--- config.mk ---
export PLATFORM = sky130hd
export DESIGN_NAME = decoder_pio_arbiter
export DESIGN_NICKNAME = d
export VERILOG_FILES = /design/src/rtl/decoder_pio_arbiter.sv
export SDC_FILE = /design/constraint.sdc
export NUM_CORES = 1
export LEC_CHECK = 0
export CORE_MARGIN = 2
export CORE_UTILIZATION = 40
export CTS_CLUSTER_DIAMETER = 150
export CTS_CLUSTER_SIZE = 12
export DETAILED_ROUTE_END_ITERATION = 6
export GPL_ROUTABILITY_DRIVEN = 0
export PLACE_DENSITY = 0.8
export SKIP_LAST_GASP = 1
export SYNTH_ARGS = -nofsm -noshare
export SYNTH_HDL_FRONTEND = slang
export SYNTH_SLANG_ARGS = --single-unit
--- constraint.sdc ---
create_clock -name clk -period 2.25 [get_ports clk]
set_input_delay 0.5625 -clock clk [delete_from_list [all_inputs] [get_ports clk]]
set_output_delay 0.5625 -clock clk [all_outputs]
set_load 0.01 [all_outputs]
--- src/rtl/decoder_pio_arbiter.sv ---
`timescale 1ns/1ps
// Round-robin Avalon-MM master sharing the 8-bit decoder PIO between two requesters.
// A shadow of the PIO direction register suppresses redundant direction writes.
module decoder_pio_arbiter #(
    parameter int                DATA_W  = 8,
    parameter logic [DATA_W-1:0] RST_DIR = 8'h00
) (
    input  logic              clk,
    input  logic              reset_n,
    input  logic              req0_valid,
    input  logic              req0_write,
    input  logic [DATA_W-1:0] req0_dir,
    input  logic [DATA_W-1:0] req0_wdata,
    output logic              req0_ready,
    output logic              req0_rvalid,
    output logic [DATA_W-1:0] req0_rdata,
    input  logic              req1_valid,
    input  logic              req1_write,
    input  logic [DATA_W-1:0] req1_dir,
    input  logic [DATA_W-1:0] req1_wdata,
    output logic              req1_ready,
    output logic              req1_rvalid,
    output logic [DATA_W-1:0] req1_rdata,
    output logic [1:0]        avm_address,
    output logic              avm_chipselect,
    output logic              avm_write_n,
    output logic [31:0]       avm_writedata,
    input  logic [31:0]       avm_readdata
);

    typedef enum logic [2:0] {IDLE, DIR_WR, DATA_WR, RD_ADDR, RD_CAP} state_t;

    state_t            state_q, state_d;
    logic [DATA_W-1:0] shadow_dir_q, shadow_dir_d;
    logic              last_grant_q, last_grant_d;
    logic              cap_write_q;
    logic [DATA_W-1:0] cap_dir_q, cap_wdata_q;
    logic              rvalid0_q, rvalid1_q;
    logic [DATA_W-1:0] rdata0_q, rdata1_q;

    logic              grant_id, accept, sel_write;
    logic [DATA_W-1:0] sel_dir, sel_wdata;
    logic              unused_rd_hi;

    assign unused_rd_hi = ^avm_readdata[31:DATA_W];

    // On a tie the requester that did not win last time is granted.
    always_comb begin
        grant_id  = (req0_valid && req1_valid) ? ~last_grant_q : req1_valid;
        accept    = (state_q == IDLE) && (req0_valid || req1_valid);
        sel_write = grant_id ? req1_write : req0_write;
        sel_dir   = grant_id ? req1_dir   : req0_dir;
        sel_wdata = grant_id ? req1_wdata : req0_wdata;
    end

    assign req0_ready  = accept && !grant_id;
    assign req1_ready  = accept && grant_id;
    assign req0_rvalid = rvalid0_q;
    assign req1_rvalid = rvalid1_q;
    assign req0_rdata  = rdata0_q;
    assign req1_rdata  = rdata1_q;

    always_comb begin
        state_d        = state_q;
        shadow_dir_d   = shadow_dir_q;
        last_grant_d   = last_grant_q;
        avm_chipselect = 1'b0;
        avm_write_n    = 1'b1;
        avm_address    = 2'd0;
        avm_writedata  = '0;
        case (state_q)
            IDLE: begin
                if (accept) begin
                    last_grant_d = grant_id;
                    if (sel_dir != shadow_dir_q) state_d = DIR_WR;
                    else if (sel_write)          state_d = DATA_WR;
                    else                         state_d = RD_ADDR;
                end
            end
            DIR_WR: begin
                avm_chipselect = 1'b1;
                avm_write_n    = 1'b0;
                avm_address    = 2'd1;
                avm_writedata  = {{(32-DATA_W){1'b0}}, cap_dir_q};
                shadow_dir_d   = cap_dir_q;
                state_d        = cap_write_q ? DATA_WR : RD_ADDR;
            end
            DATA_WR: begin
                avm_chipselect = 1'b1;
                avm_write_n    = 1'b0;
                avm_writedata  = {{(32-DATA_W){1'b0}}, cap_wdata_q};
                state_d        = IDLE;
            end
            RD_ADDR: begin
                avm_chipselect = 1'b1;
                state_d        = RD_CAP;
            end
            RD_CAP:  state_d = IDLE;
            default: state_d = IDLE;
        endcase
    end

    // last_grant_q also identifies the owner of the sequence in flight.
    always_ff @(posedge clk or negedge reset_n) begin
        if (!reset_n) begin
            state_q      <= IDLE;
            shadow_dir_q <= RST_DIR;
            last_grant_q <= 1'b1;
            rvalid0_q    <= 1'b0;
            rvalid1_q    <= 1'b0;
            rdata0_q     <= '0;
            rdata1_q     <= '0;
        end else begin
            state_q      <= state_d;
            shadow_dir_q <= shadow_dir_d;
            last_grant_q <= last_grant_d;
            rvalid0_q    <= (state_q == RD_CAP) && !last_grant_q;
            rvalid1_q    <= (state_q == RD_CAP) && last_grant_q;
            if (state_q == RD_CAP) begin
                if (last_grant_q) rdata1_q <= avm_readdata[DATA_W-1:0];
                else              rdata0_q <= avm_readdata[DATA_W-1:0];
            end
        end
    end

    always_ff @(posedge clk) begin
        if (accept) begin
            cap_write_q <= sel_write;
            cap_dir_q   <= sel_dir;
            cap_wdata_q <= sel_wdata;
        end
    end

endmodule

==> impl_metrics.py <==
metrics = {
    "outcome": {
        "outcome": "completed",
    },
    "clocking": {
        "clk_path_buf_depth": 2,
        "root_buffer": "clkbuf_8",
        "path_clk_slew_ns": 0.09,
        "cts_tree": "yes",
        "cts_sinks": 47,
        "htreeDepth": 2,
        "insertion_delay_ns": 0.30,
        "cts_buffers": 5,
        "hold_buffers": 0,
    },
    "timing": {
        "finalSetupViolCount": 0,
        "max_freq_mhz": 456,
        "period_share_pct": 97.5,
        "slew_violations": 0,
        "whs_ns": 0.492,
        "worst_clock_skew_ns": 0.00691,
        "rsz0062_at_grt": "false",
        "fin_setup_tns_ns": 0,
        "timing.final.ws_setup_ns": 0.0558,
        "final_hold_viol_count": 0,
        "layout_min_cycle_time_ns": 2.19,
    },
    "synth": {
        "synth_edf_count": 17,
        "synth_top_area_share_pct": 30.1,
        "synth_xor_xnor_area_share_pct": 1.45,
        "synth-simple-area-share_pct": 13.3,
        "synth_mux_area_share_pct": 11.1,
        "synth-async-reset-ratio_pct": 63.8,
        "synth-compound-area-share_pct": 10.9,
        "synth_top_family_by_area": "simple AND/OR/NAND/NOR gates",
        "yosys_warnings": 0,
        "synth_area_per_cell_sq_um": 10.6,
        "synth_area_sq_um": 2410,
        "yosysMostFrequentCell": "nand2_1",
        "synthTopCellsByCount": "45 x nand2_1, 29 x dfrtp_1, 25 x buf_4, 23 x mux2_2, 17 x edfxtp_1",
        "synth_top_cell_by_area": "dfrtp_1",
        "ys_types": 37,
        "synthFlopType": "dfrtp_1",
        "synthTopCellsByArea": "dfrtp_1 30%, edfxtp_1 21%, mux2_2 11%",
        "synth.ff_latch_count": 47,
        "synth-adder-area-share_pct": 0,
        "netlist_instances": 227,
        "synth_seq_area_share_pct": 52.3,
    },
    "layout": {
        "postLayoutCellArea_sq_um": 3390,
        "nFillCells": 522,
        "diodes": 0,
        "fin_cells": 397,
        "multi_input_area_sq_um": 1000,
        "post-route-util_pct": 57.7,
        "regArea_sq_um": 1260,
        "fin_nets": 391,
        "drive_above_1_share_pct": 18.9,
        "syn_to_final_growth_pct": 40.6,
    },
    "pwr": {
        "p_per_area_nw_per_um2": 1120,
        "seqPwrFrac_pct": 39.1,
        "p_sw_mw": 1.31,
        "pwr-share-clk_pct": 13.6,
        "p_leak_nw": 1.53,
        "intPower_mw": 2.51,
        "switching_share_pct": 34.3,
        "p_total_mw": 3.81,
        "vdd.ir_drop.worst_v": 0.000480,
        "pwr-share-comb_pct": 47.3,
    },
    "setup_path": {
        "crit_buf_inv": 3,
        "cp_top_family": "buffers and inverters",
        "cp_max_fo": 4,
        "path_cells": "clkdlybuf4s50_1, a21boi_4, buf_4, nor2_1, clkdlybuf4s15_1",
        "cp_slowest_stage_delay_ns": 0.48,
        "cp.required_ns": 1.69,
        "cp-start-kind": "input port",
        "critPathSlowestCell": "clkdlybuf4s50_1",
        "cp-end-kind": "output pin",
        "arrival_ns": 1.63,
        "critPathKind": "input port to output pin",
    },
    "global_route": {
        "grt_pass1_wl_mm": 8.27,
        "grt_max_degree": 31,
        "grt_use_total_pct": 16.5,
        "first_global_vias": 1806,
        "overflow": 0,
        "antenna_found_initial": 0,
    },
    "place": {
        "placed_area_sq_um": 3280,
        "dp_slack_ns": -0.304,
        "place_inst": 386,
        "dp_hpwl_mm": 4.23,
        "port_buffers": 76,
    },
    "route": {
        "routed_wl_mm": 5.42,
        "routed-via-count": 1866,
        "drc": 0,
        "ant_nets": 0,
        "drtPass1Iterations": 4,
        "drt-initial-drc-count": 52,
        "wl_per_cell_um": 13.6,
        "vias_per_cell": 4.70,
    },
    "floorplanning": {
        "die_area_sq_um": 6670,
        "fp-row-count": 28,
        "core_region_area_sq_um": 5890,
        "die_width_um": 81.7,
        "die_h_um": 81.7,
        "start_util_pct": 41.0,
        "pin_count": 126,
    },
    "min_path": {
        "min_path_type": "flop to flop",
    },
    "job": {
        "drv_cap": 0,
    },
}
-- flip-flops by register name, indices dropped and copies added, names as in the netlist --
name and flops:
cap_write_q 1, req0_rvalid 1, cap_wdata_q 8, last_grant_q 1, state_q 3, req1_rvalid 1, req0_rdata 8, shadow_dir_q 8
cap_dir_q 8, req1_rdata 8
-- tightest hold or removal path: stages (launching register included) --
cell and delay, ns:
edfxtp_1 0.35, nand2_1 0.05, o21ai_0 0.06
-- cell families after synthesis --
family / after synthesis
AO/OA/AOI/OAI: 33
buffers and inverters: 42
AND/OR/NAND/NOR: 76
flip-flops: 47
XOR/XNOR: 4
multiplexers: 24
other: 1
-- cells in the final DEF, fill, tap and decap left out, types with 6 or more instances in the layout --
cell type	synthesis	routed
mux2_2	23	23
nor2_1	16	15
o21ai_0	7	6
clkdlybuf4s50_1	0	63
clkbuf_8	0	6
conb_1	1	25
nor2b_1	6	6
edfxtp_1	17	17
inv_1	8	8
dfrtp_1	29	28
dlygate4sd2_1	0	11
buf_4	25	20
nand2_1	45	45
a22oi_1	9	9
-- power by group through the flow --
stage	combinational (mW)	clock, mW	sequential, mW
after floorplan	0.878	0	1.55
after global placement	1.80	0	1.50
after detailed placement	1.82	0	1.52
after CTS	1.80	0.524	1.49
after global routing	1.97	0.552	1.54
final	1.80	0.518	1.49
-- what timing repair did --
action / in CTS / in global routing
gates resized for setup: 16 / 7
endpoints found under the setup margin: 12 / 5
gates cloned: 0 / 0
setup buffers: 3 / 0
-- area by class of cell --
class                           count  share of cell area (%)
Timing Repair Buffer               97                    26.9
Sequential cell                    47                    37.2
Tap cell                           75                    2.76
Clock buffer                        7                    2.54
Clock inverter                      1                   0.111
Multi-Input combinational cell    162                    29.6
Inverter                            8                   0.885
-- layer usage --
metal | vias up | global-route usage, % | routed length, um
li1 | 909 | - | -
met1 | 909 | 20.5 | 2220
met2 | 42 | 28.9 | 2920
met3 | 6 | 2.97 | 196
met4 | 0 | 6.00 | 79
met5 | - | 0 | 0
-- path summary, 6_finish.rpt --
kind                       slack (ns)  depth (start not counted)              end    startpoint
max reg2reg                      0.24                          7       state_q[0]  last_grant_q
min in group asynchronous        0.65                          2       state_q[0]       reset_n
max                              0.06                          5       req0_ready    req1_valid
max in group asynchronous        1.29                          2     last_grant_q       reset_n
min                              0.49                          2  shadow_dir_q[6]  cap_dir_q[6]
min reg2reg                      0.49                          2  shadow_dir_q[6]  cap_dir_q[6]
Power figures use the tool's default switching activity.
